**src/rtl/muldiv_pkg.sv**
```systemverilog
// Shared definitions for the MULT/MULTU/DIV/DIVU unit.
//   md_op_e    : operation encoding (low two bits of funct 0110xx)
//   md_state_e : control FSM state encoding
//   op_is_div / op_is_signed : operation class helpers
package muldiv_pkg;

  typedef enum logic [1:0] {
    MD_MULT  = 2'b00,
    MD_MULTU = 2'b01,
    MD_DIV   = 2'b10,
    MD_DIVU  = 2'b11
  } md_op_e;

  typedef enum logic [1:0] {
    ST_IDLE = 2'b00,
    ST_CALC = 2'b01,
    ST_FIN  = 2'b10
  } md_state_e;

  function automatic logic op_is_div(input md_op_e op);
    return (op == MD_DIV) || (op == MD_DIVU);
  endfunction

  function automatic logic op_is_signed(input md_op_e op);
    return (op == MD_MULT) || (op == MD_DIV);
  endfunction

endpackage

```
**src/rtl/muldiv_iter.sv**
```systemverilog
// Iterative datapath: one shift-add (multiply) or restoring (divide) step
// per cycle on unsigned magnitudes, plus the step counter.
// Ports:
//   CLK, RST           clock, asynchronous active-low reset
//   i_load             load operands, clear partial result and counter
//   i_is_div           operation class sampled on i_load
//   i_opa, i_opb       magnitudes: multiplicand/dividend, multiplier/divisor
//   i_step             perform one iteration this cycle
//   o_hi_nxt, o_lo_nxt partial result after the current step (combinational)
//                      mul: {hi,lo} = product; div: hi = remainder, lo = quotient
//   o_last             current step is the final one
module muldiv_iter
  import muldiv_pkg::*;
#(
  parameter int unsigned WIDTH = 32
) (
  input  logic             CLK,
  input  logic             RST,
  input  logic             i_load,
  input  logic             i_is_div,
  input  logic [WIDTH-1:0] i_opa,
  input  logic [WIDTH-1:0] i_opb,
  input  logic             i_step,
  output logic [WIDTH-1:0] o_hi_nxt,
  output logic [WIDTH-1:0] o_lo_nxt,
  output logic             o_last
);

  localparam int unsigned CNT_W = $clog2(WIDTH);

  logic [WIDTH-1:0] r_hi;
  logic [WIDTH-1:0] r_lo;
  logic [WIDTH-1:0] r_opb;
  logic             r_is_div;
  logic [CNT_W-1:0] r_cnt;

  logic [WIDTH:0]   w_sum;
  logic [WIDTH:0]   w_shift;
  logic [WIDTH-1:0] w_diff;
  logic             w_ge;

  // Multiply keeps the multiplier in r_lo and shifts product bits in from
  // the top; divide shifts dividend bits out of r_lo into the remainder.
  // The remainder is always below the divisor, so the trial difference fits
  // in WIDTH bits whenever it is kept.
  always_comb begin
    w_sum   = {1'b0, r_hi} + (r_lo[0] ? {1'b0, r_opb} : '0);
    w_shift = {r_hi, r_lo[WIDTH-1]};
    w_ge    = (w_shift >= {1'b0, r_opb});
    w_diff  = w_shift[WIDTH-1:0] - r_opb;
    if (r_is_div) begin
      o_hi_nxt = w_ge ? w_diff : w_shift[WIDTH-1:0];
      o_lo_nxt = {r_lo[WIDTH-2:0], w_ge};
    end else begin
      o_hi_nxt = w_sum[WIDTH:1];
      o_lo_nxt = {w_sum[0], r_lo[WIDTH-1:1]};
    end
  end

  assign o_last = (r_cnt == CNT_W'(WIDTH - 1));

  always_ff @(posedge CLK or negedge RST) begin
    if (!RST) begin
      r_hi     <= '0;
      r_lo     <= '0;
      r_opb    <= '0;
      r_is_div <= 1'b0;
      r_cnt    <= '0;
    end else if (i_load) begin
      r_hi     <= '0;
      r_lo     <= i_opa;
      r_opb    <= i_opb;
      r_is_div <= i_is_div;
      r_cnt    <= '0;
    end else if (i_step) begin
      r_hi     <= o_hi_nxt;
      r_lo     <= o_lo_nxt;
      r_cnt    <= r_cnt + CNT_W'(1);
    end
  end

endmodule

```
**src/rtl/muldiv_unit.sv**
```systemverilog
// MIPS-style HI/LO multiply/divide unit: control FSM, sign handling and the
// architectural HI/LO registers around the iterative datapath.
// Build option: define MULDIV_FAST_MUL_EN for a single-cycle combinational
// MULT/MULTU (division stays iterative).
// Ports:
//   CLK, RST        clock, asynchronous active-low reset
//   Start, Op       launch request and operation (MULT/MULTU/DIV/DIVU)
//   A, B            rs (multiplicand/dividend), rt (multiplier/divisor)
//   HiWe, LoWe,
//   Wdata           MTHI/MTLO write port, honoured only while not busy
//   Busy            operation in progress (CALC)
//   Done            one-cycle pulse after the result is committed
//   Hi, Lo          architectural HI/LO registers
module muldiv_unit
  import muldiv_pkg::*;
#(
  parameter int unsigned WIDTH = 32
) (
  input  logic             CLK,
  input  logic             RST,
  input  logic             Start,
  input  logic [1:0]       Op,
  input  logic [WIDTH-1:0] A,
  input  logic [WIDTH-1:0] B,
  input  logic             HiWe,
  input  logic             LoWe,
  input  logic [WIDTH-1:0] Wdata,
  output logic             Busy,
  output logic             Done,
  output logic [WIDTH-1:0] Hi,
  output logic [WIDTH-1:0] Lo
);

  md_state_e r_state;
  md_state_e w_state_nxt;
  md_op_e    w_op_in;
  md_op_e    r_op;

  logic             w_accept;
  logic             w_step;
  logic             w_commit;
  logic             w_a_neg;
  logic             w_b_neg;
  logic [WIDTH-1:0] w_a_mag;
  logic [WIDTH-1:0] w_b_mag;

  logic             r_neg;
  logic             r_rneg;
  logic             r_divz;
  logic [WIDTH-1:0] r_a;

  logic [WIDTH-1:0]   w_it_hi;
  logic [WIDTH-1:0]   w_it_lo;
  logic               w_it_last;
  logic [2*WIDTH-1:0] w_prod;
  logic [WIDTH-1:0]   w_res_hi;
  logic [WIDTH-1:0]   w_res_lo;

  logic               w_fast;
  logic [2*WIDTH-1:0] w_fprod;

  assign w_op_in  = md_op_e'(Op);
  assign w_accept = Start && (r_state != ST_CALC);
  assign w_a_neg  = op_is_signed(w_op_in) && A[WIDTH-1];
  assign w_b_neg  = op_is_signed(w_op_in) && B[WIDTH-1];
  assign w_a_mag  = w_a_neg ? -A : A;
  assign w_b_mag  = w_b_neg ? -B : B;

`ifdef MULDIV_FAST_MUL_EN
  logic [2*WIDTH-1:0] w_fa;
  logic [2*WIDTH-1:0] w_fb;
  assign w_fast  = !op_is_div(w_op_in);
  assign w_fa    = op_is_signed(w_op_in) ? {{WIDTH{A[WIDTH-1]}}, A} : {{WIDTH{1'b0}}, A};
  assign w_fb    = op_is_signed(w_op_in) ? {{WIDTH{B[WIDTH-1]}}, B} : {{WIDTH{1'b0}}, B};
  assign w_fprod = w_fa * w_fb;
`else
  assign w_fast  = 1'b0;
  assign w_fprod = '0;
`endif

  muldiv_iter #(
    .WIDTH (WIDTH)
  ) u_iter (
    .CLK      (CLK),
    .RST      (RST),
    .i_load   (w_accept),
    .i_is_div (op_is_div(w_op_in)),
    .i_opa    (w_a_mag),
    .i_opb    (w_b_mag),
    .i_step   (w_step),
    .o_hi_nxt (w_it_hi),
    .o_lo_nxt (w_it_lo),
    .o_last   (w_it_last)
  );

  // State register
  always_ff @(posedge CLK or negedge RST) begin
    if (!RST) r_state <= ST_IDLE;
    else      r_state <= w_state_nxt;
  end

  // Next-state logic
  always_comb begin
    w_state_nxt = r_state;
    case (r_state)
      ST_IDLE, ST_FIN: begin
        if (Start) w_state_nxt = w_fast ? ST_FIN : ST_CALC;
        else       w_state_nxt = ST_IDLE;
      end
      ST_CALC: begin
        if (w_it_last) w_state_nxt = ST_FIN;
      end
      default: w_state_nxt = ST_IDLE;
    endcase
  end

  // Output logic
  always_comb begin
    Busy     = 1'b0;
    Done     = 1'b0;
    w_step   = 1'b0;
    w_commit = 1'b0;
    case (r_state)
      ST_CALC: begin
        Busy     = 1'b1;
        w_step   = 1'b1;
        w_commit = w_it_last;
      end
      ST_FIN:  Done = 1'b1;
      default: ;
    endcase
  end

  // Operation context captured at Start acceptance
  always_ff @(posedge CLK or negedge RST) begin
    if (!RST) begin
      r_op   <= MD_MULT;
      r_neg  <= 1'b0;
      r_rneg <= 1'b0;
      r_divz <= 1'b0;
      r_a    <= '0;
    end else if (w_accept) begin
      r_op   <= w_op_in;
      r_neg  <= w_a_neg ^ w_b_neg;
      r_rneg <= w_a_neg;
      r_divz <= (B == '0);
      r_a    <= A;
    end
  end

  // Sign fix-up on the final step's output so the commit lands on the last
  // CALC edge. Signed overflow (min / -1) needs no special case: magnitude
  // 2^(W-1) negated is the most-negative value again, remainder 0.
  always_comb begin
    w_prod = {w_it_hi, w_it_lo};
    if (r_neg) w_prod = -w_prod;
    w_res_hi = w_prod[2*WIDTH-1:WIDTH];
    w_res_lo = w_prod[WIDTH-1:0];
    if (op_is_div(r_op)) begin
      if (r_divz) begin
        w_res_hi = r_a;
        w_res_lo = '1;
      end else begin
        w_res_lo = r_neg  ? -w_it_lo : w_it_lo;
        w_res_hi = r_rneg ? -w_it_hi : w_it_hi;
      end
    end
  end

  // HI/LO: a Start takes priority over same-cycle MTHI/MTLO writes
  always_ff @(posedge CLK or negedge RST) begin
    if (!RST) begin
      Hi <= '0;
      Lo <= '0;
    end else if (w_accept) begin
      if (w_fast) begin
        Hi <= w_fprod[2*WIDTH-1:WIDTH];
        Lo <= w_fprod[WIDTH-1:0];
      end
    end else if (w_commit) begin
      Hi <= w_res_hi;
      Lo <= w_res_lo;
    end else if (!Busy) begin
      if (HiWe) Hi <= Wdata;
      if (LoWe) Lo <= Wdata;
    end
  end

endmodule

```
**config.mk**
```make
export PLATFORM = sky130hd
export DESIGN_NAME = muldiv_unit
export DESIGN_NICKNAME = d
export VERILOG_FILES = /design/src/rtl/muldiv_pkg.sv /design/src/rtl/muldiv_iter.sv /design/src/rtl/muldiv_unit.sv
export SDC_FILE = /design/constraint.sdc
export NUM_CORES = 1
export LEC_CHECK = 0
export CORE_MARGIN = 4
export CORE_UTILIZATION = 45
export CTS_BUF_LIST = sky130_fd_sc_hd__clkbuf_4 sky130_fd_sc_hd__clkbuf_8 sky130_fd_sc_hd__clkbuf_16
export DETAILED_ROUTE_END_ITERATION = 8
export DONT_BUFFER_PORTS = 1
export GPL_TIMING_DRIVEN = 0
export SLEW_MARGIN = 20
export SYNTH_ARGS = -nofsm -noshare
export SYNTH_HDL_FRONTEND = slang
export SYNTH_HIERARCHICAL = 1
export SYNTH_SLANG_ARGS = --single-unit
```
**constraint.sdc**
```tcl
create_clock -name CLK -period 13 [get_ports CLK]
set_clock_uncertainty 0.15 [all_clocks]
set_input_delay 3.25 -clock CLK [delete_from_list [all_inputs] [get_ports CLK]]
set_output_delay 3.25 -clock CLK [all_outputs]
set_load 0.005 [all_outputs]
```
==> summary.md, run 1 <==
| Metric | Value |
|---|---|
| Status | finished clean |
| CTS clk-pin slew, worst paths | 60 ps |
| Cell family with most CP delay | simple AND/OR/NAND/NOR gates |
| WP depth | 18 |
| Post-placement cell area | between 15000 and 20000 um^2 |
| Final worst path period share | 53.8% |
| Clk Latency, worst-skew pair | around 560 ps |
| Post-DRT Antenna Nets | 0 |
| CTS Buf Count | 27 |
| Startpoint Class | register |
| Worst path max stage delay | roughly 840 ps |
| Rel. slew slack | 19.1% |
| I/O Pins | between 150 and 200 |
| I/O Buffers | 0 |
| Area Growth Syn to Fin | 8.84% |
| Most instantiated cells after synthesis | nand2_1 (272), dfrtp_1 (204), o21ai_0 (181), nor2_1 (144), a21oi_1 (123) |
| Worst-Margin Slew | between 1000 and 1500 ps |
| CTS root buffer | clkbuf_16 |
| CP required | approximately 13000 ps |
| Initial Util | between 40% and 50% |
| Final Setup Violations | 0 |
| Largest net degree at the start of global routing | around 210 |
| WP buf/inv | 4 |
| Synth cell types | around 100 |
| Post-synth EDFFs | 0 |
| Post-route cell area | ~19000 um^2 |
| Yosys warning total | 6 |
| Critical Path Sink | Hi[6] |
| Hpwl dp | roughly 60000 um |
| Seq/Total Area, Yosys | 28.7% |
| Global-route wire length before repair | between 100000 and 150000 um |
| H-tree depth | 1 |
| Routed WL | approximately 76000 um |
| Cell Area, Synth | roughly 18000 um^2 |
| Tmin final | 6990 ps |
| Fin Setup TNS | 0 ps |
| Async set-reset flop share out of synthesis | 100% |
| Total track usage | between 30% and 40% |
| Reg2reg path depth | 18 |
| Hold/Removal Path Class | reg2reg |
| Layout fillers | 3911 |
| Post-CTS setup repair buffer count | 0 |
| CTS Sinks | roughly 200 |
| CTS Hold Buffers Added | 0 |
| WS Path Type | reg2reg |
| Die Span Y | about 210 um |
| CP Cell Sequence | ha_1, clkbuf_1, nand3_1, nor4_1, nand3_1, and3_1, buf_4, nand2_2, buf_6, mux2_4, a21o_1, clkbuf_1, nor4_1, nand2_1, or4_1, o21ai_0, o21a_1, a21oi_1 |
| Ant diodes | 0 |
| FF-to-FF End | Hi[6] |
| Synth Instances | roughly 2200 |
| Setup repair after global routing missed its margin | false |
| DIE AREA | ~43000 um^2 |
| Most common cell in the synthesized netlist | nand2_1 |
| CTS tree | yes |
| Vias in the first global route | ~17000 |
| Syn nets | around 2400 |
| Initial antenna violation count | 4 |
| Avg Cell Area, Syn | between 8 and 9 um^2 |
| DRC | 0 |
| Hold Vio Cnt, Final | 0 |
| DR iter-0 viols | 2104 |
| CP startpoint | u_iter/r_hi[16] |
| Vias/cell | 6.48 |
| Routed vias | 17900 |
| CP endpoint kind | register |
| Wire per inst | roughly 28 um |
| CTS max path bufs | 3 |
| WP data arrival | roughly 7300 ps |
| GR Overflow Total | 0 |
| Row count | 72 |
| Hold depth | 2 |
| Die Width | 207 um |
| Peak Freq | roughly 140 MHz |
| Post-cts repair resize count | 0 |
| Critical path's slowest cell | nor4_1 |
| Final-stage net count | between 2000 and 2500 |
| GP Congestion | between 1 and 1.5 |
| Synth area leader | dfrtp_1 |
| Yosys reg bits | 204 |
| Core ar. | ~39000 um^2 |
| R2R setup slack | 6010 ps |
| Synth top area share | ~29% |
| Share of layout cells above drive strength 1 | between 7 and 8% |
| Area contributors post-synth | dfrtp_1 (29%), nand2_1 (5.7%), o21ai_0 (5.1%), ha_1 (4.9%), xor2_1 (4.8%) |
| Predominant post-synthesis flop cell | dfrtp_1 |
| FF-to-FF Start | u_iter/r_hi[16] |
| Max Slew Vio Count | 0 |
| DRT Pass-1 Iters | 5 |
| Max-capacitance violation count | 0 |
| Crit path max fanout | 10 |
==> how the worst min path moves through the flow <==
stage                    start          to  slack [ps]
floorplan               r_a[0]      r_a[0]         290
finish                 r_a[14]     r_a[14]         330
detailed placement     r_a[14]     r_a[14]         320
global placement       r_a[14]     r_a[14]         310
CTS                    r_a[14]     r_a[14]         340
global route        r_state[0]  r_state[0]         400
==> through the flow <==
step	util [%]	hold slack, ps	std cells	worst slack [ps]
2_1_floorplan	-	295	2193	7270
3_3_place_gp	47.4	313	2711	6380
3_5_place_dp	47.4	322	2711	6360
4_1_cts	49.8	335	2757	6320
5_1_grt	49.8	397	2757	5880
6_report	49.8	332	2757	6010
==> placed cells by master (no fill, tap or decap), types with 10 or more instances in the layout <==
master	instances
a31oi_1	30
or2_2	12
a32oi_1	18
xor2_1	97
nand2_1	272
inv_1	77
or4_1	12
o211a_1	11
nor2_1	144
nand2b_1	17
o211ai_1	17
buf_2	10
clkbuf_1	120
nand4_1	37
a221oi_1	14
o21a_1	12
a21oi_1	123
a211oi_1	18
ha_1	70
o31ai_1	26
clkbuf_16	27
and3_1	17
and2_1	40
mux2i_1	76
nor3_1	52
buf_1	16
nand3_1	54
o21ai_0	181
mux2_2	63
o41ai_1	17
xnor2_1	75
a21o_1	25
a22oi_1	13
dfrtp_1	204
o21bai_1	10
or3_1	21
nor4_1	31
nor2b_1	11
==> logic make-up (layout without fill, tap and decap cells) <==
logic type | after synthesis | after routing | synth area share [%]
buffers and inverters | 232 | 278 | 5.19
XOR/XNOR | 172 | 172 | 8.48
adder cells (fa/ha/maj) | 72 | 72 | 5.16
multiplexers | 141 | 141 | 8.44
flip-flops | 204 | 204 | 28.7
AO/OA/AOI/OAI | 613 | 613 | 23.0
AND/OR/NAND/NOR | 759 | 759 | 21.0
==> final cells by class <==
class                      instances  area [um^2]  area share, %
multi-input combinational       1757        11700           60.7
sequential                       204         5100           26.4
clock buffer                      39          803           4.15
tap                              518          648           3.35
buffer                           153          626           3.24
inverter                          79          297           1.53
clock inverter                     7          118          0.608
==> metal layers <==
layer | up-vias | routed length (um) | global-route usage, %
li1 | 8056 | - | -
met1 | 8769 | 34000 | 51.5
met2 | 927 | 31600 | 50.4
met3 | 107 | 8830 | 10.1
met4 | 4 | 1530 | 7.03
met5 | - | 30 | 0
==> state kept, by name (all words and copies together), names as in the netlist <==
signal and flops:
Lo 32, u_iter/r_hi 32, u_iter/r_opb 32, r_rneg 1
r_divz 1, r_state 2, r_neg 1, u_iter/r_lo 32
u_iter/r_is_div 1, u_iter/r_cnt 5, r_op 1, Hi 32
r_a 32
==> tightest hold or removal path: stages, from the launching register on <==
cell and delay, ps:
dfrtp_1 340, nand2_1 50, o21ai_0 60
Power of run 1 is not shown: default switching activity piles up to over one toggle a cycle in this logic, so the estimate is an artifact.
==> inputs of run 2 (changes only) <==
Clock period 13 ns to 5.8 ns, I/O delays scaled along.
==> run 2 against run 1 <==
Against the previous run:
- non-clock buffer count is 16 higher
- design area is 2.2% higher
- global-route usage is 0.056 points higher
- routed wire length is 0.53% higher
- die area stayed put
- clock-buffer cell count stayed put
- flip-flop and latch count stayed put
- final cell count is 0.62% higher
==> summary.md, run 2 (synthesis results as in run 1) <==
| Metric | Value |
|---|---|
| I/O Pins | 169 (unchanged) |
| Reg2reg path depth | 17 (-1) |
| DIE AREA | 42700 um^2 (unchanged) |
| Crit path max fanout | 10 (unchanged) |
| Commonest non-fill, non-tap cell in the layout | nand2_1 |
| Hpwl dp | 61200 um (unchanged) |
| CP startpoint | u_iter/r_hi[4] |
| Worst-Margin Slew | 1240 ps (+37.1 ps) |
| GP Congestion | 1.02 (unchanged) |
| Hold_ws | 331 ps (-0.958 ps) |
| R2R setup slack | 120 ps (-5890 ps) |
| Final worst path period share | 98.0% (+44 points) |
| WP buf/inv | 3 (-1) |
| CTS clk-pin slew, worst paths | 60 ps (about the same) |
| Register Area | 5110 um^2 (about the same) |
| Final-stage net count | 2413 (+0.67%) |
| Total track usage | 34.8% (+0.056 points) |
| Post-DRT Antenna Nets | 0 (unchanged) |
| CTS Hold Buffers Added | 0 (unchanged) |
| Initial antenna violation count | 7 (+3) |
| Most frequent cells in the layout | nand2_1 (271), dfrtp_1 (203), o21ai_0 (177) |
| CP Cell Sequence | ha_1, nand4_1, nor4_4, nand3_1, and3_1, buf_4, nand2_2, buf_6, mux2_4, a21o_1, clkbuf_1, nor4_4, nand2_2, or4_4, o311ai_0, o41ai_1, a21oi_1 |
| Peak Freq | 176 MHz (+23%) |
| DRT Pass-1 Iters | 6 (+1) |
| Area Growth Syn to Fin | 11.2% |
| DRC | 0 (unchanged) |
| I/O Buffers | 0 (unchanged) |
| Final Setup Violations | 0 (unchanged) |
| Tmin final | 5680 ps (-1310 ps) |
| Clk Latency, worst-skew pair | 570 ps (about the same) |
| Critical Path Sink | Hi[30] |
| Vias/cell | 6.46 (-0.32%) |
| Largest net degree at the start of global routing | 205 (unchanged) |
| WP depth | 17 (-1) |
| FF-to-FF End | Hi[30] |
| Die Span Y | 207 um (unchanged) |
| Initial Util | 45.8% (unchanged) |
| GR Overflow Total | 0 (unchanged) |
| CTS Buf Count | 27 (unchanged) |
| CTS Sinks | 204 (unchanged) |
| CTS root buffer | clkbuf_16 |
| FF-to-FF Start | u_iter/r_hi[4] |
| Worst path max stage delay | 620 ps (-220 ps) |
| CP required | 6140 ps (-7160 ps) |
| Rel. slew slack | 15.1% (-4.0 points) |
| CTS tree | yes |
| Startpoint Class | register |
| Routed WL | 76400 um (+0.53%) |
| H-tree depth | 1 (unchanged) |
| Max Slew Vio Count | 0 (unchanged) |
| Row count | 72 (unchanged) |
| WS Path Type | reg2reg |
| Hold/Removal Path Class | reg2reg |
| Hold Vio Cnt, Final | 0 (unchanged) |
| CP endpoint kind | register |
| Cell family with most CP delay | simple AND/OR/NAND/NOR gates |
| CTS max path bufs | 3 (unchanged) |
| Routed vias | 17900 (+0.30%) |
| Critical path's slowest cell | or4_4 |
| DR iter-0 viols | 2307 (+9.6%) |
| Max-capacitance violation count | 0 (unchanged) |
| Global-route wire length before repair | 112000 um (+0.23%) |
| Die Width | 207 um (unchanged) |
| Multi-input logic area | 12000 um^2 (+2.3%) |
| Fin util | 50.9% (+1.1 points) |
| Share of layout cells above drive strength 1 | 10.6% (+2.6 points) |
| Wire per inst | 27.5 um (about the same) |
| Fin Setup TNS | 0 ps (unchanged) |
| Status | finished clean |
| Core ar. | 38800 um^2 (unchanged) |
| Layout fillers | 3884 (-0.69%) |
| WP data arrival | 6020 ps (-1270 ps) |
| Vias in the first global route | 17000 (-0.10%) |
run 2: cell types whose count changed in the layout (fill, tap and decap cells not counted), moves of 4 or more:
| cell | previous run | this run |
|---|---|---|
| nor4_4 | 1 | 5 |
| o21ai_0 | 181 | 177 |
| nor3_1 | 52 | 47 |
| clkbuf_2 | 1 | 6 |
| nor3_2 | 0 | 4 |
| clkbuf_1 | 120 | 110 |
| buf_4 | 2 | 20 |
| nor4_1 | 31 | 20 |
| nor4_2 | 3 | 10 |
run 2: worst register-to-register path: stages, from the launching register on:
cell	delay, ps
dfrtp_1	450
ha_1	440
nand4_1	210
nor4_4	480
nand3_1	220
and3_1	220
buf_4	180
nand2_2	190
buf_6	220
mux2_4	340
a21o_1	210
clkbuf_1	290
nor4_4	500
nand2_2	260
or4_4	630
o311ai_0	290
o41ai_1	160
a21oi_1	190
run 2: layout make-up:
| type | instances | area share, % |
|---|---|---|
| clock inverters | 7 | 0.595 |
| plain buffers | 151 | 3.20 |
| clock buffers | 39 | 4.06 |
| diodes | 1 | 0.0127 |
| repair buffers | 18 | 0.747 |
| inverters | 79 | 1.50 |
| well taps | 518 | 3.28 |
| multi-input cells | 1757 | 60.8 |
| flip-flops and latches | 204 | 25.8 |
run 2: timing repair:
item	in CTS	in global routing
pin swaps	1	11
setup buffers	0	18
resized for setup	25	42
endpoints found under the setup margin	43	29
run 2: worst min-delay path by stage:
| stage | end | slack (ps) | cells past startpoint | startpoint |
|---|---|---|---|---|
| 2_1_floorplan | r_a[0] | 290 | 2 | r_a[0] |
| 3_3_place_gp | r_a[14] | 310 | 2 | r_a[14] |
| 3_5_place_dp | r_a[14] | 320 | 2 | r_a[14] |
| 4_1_cts | r_a[14] | 340 | 2 | r_a[14] |
| 5_1_grt | r_state[0] | 400 | 1 | r_state[0] |
| 6_report | r_a[14] | 330 | 2 | r_a[14] |
run 2: per-stage QoR:
step	instances	area, um^2	setup slack [ps]
finish	2774	19800	118
global route	2773	19800	-47.9
detailed placement	2711	18400	-842
CTS	2757	19500	16.7
floorplan	2193	17800	927
global placement	2711	18400	-819
run 2: layer usage:
| layer | routed length, um | vias up | track usage [%] |
|---|---|---|---|
| met3 | 8120 | 127 | 9.45 |
| met5 | 57 | - | 0 |
| met1 | 34800 | 8826 | 52.2 |
| li1 | - | 8095 | - |
| met2 | 31600 | 860 | 50.2 |
| met4 | 1770 | 8 | 7.18 |
Power of run 2 is left out for the same reason.
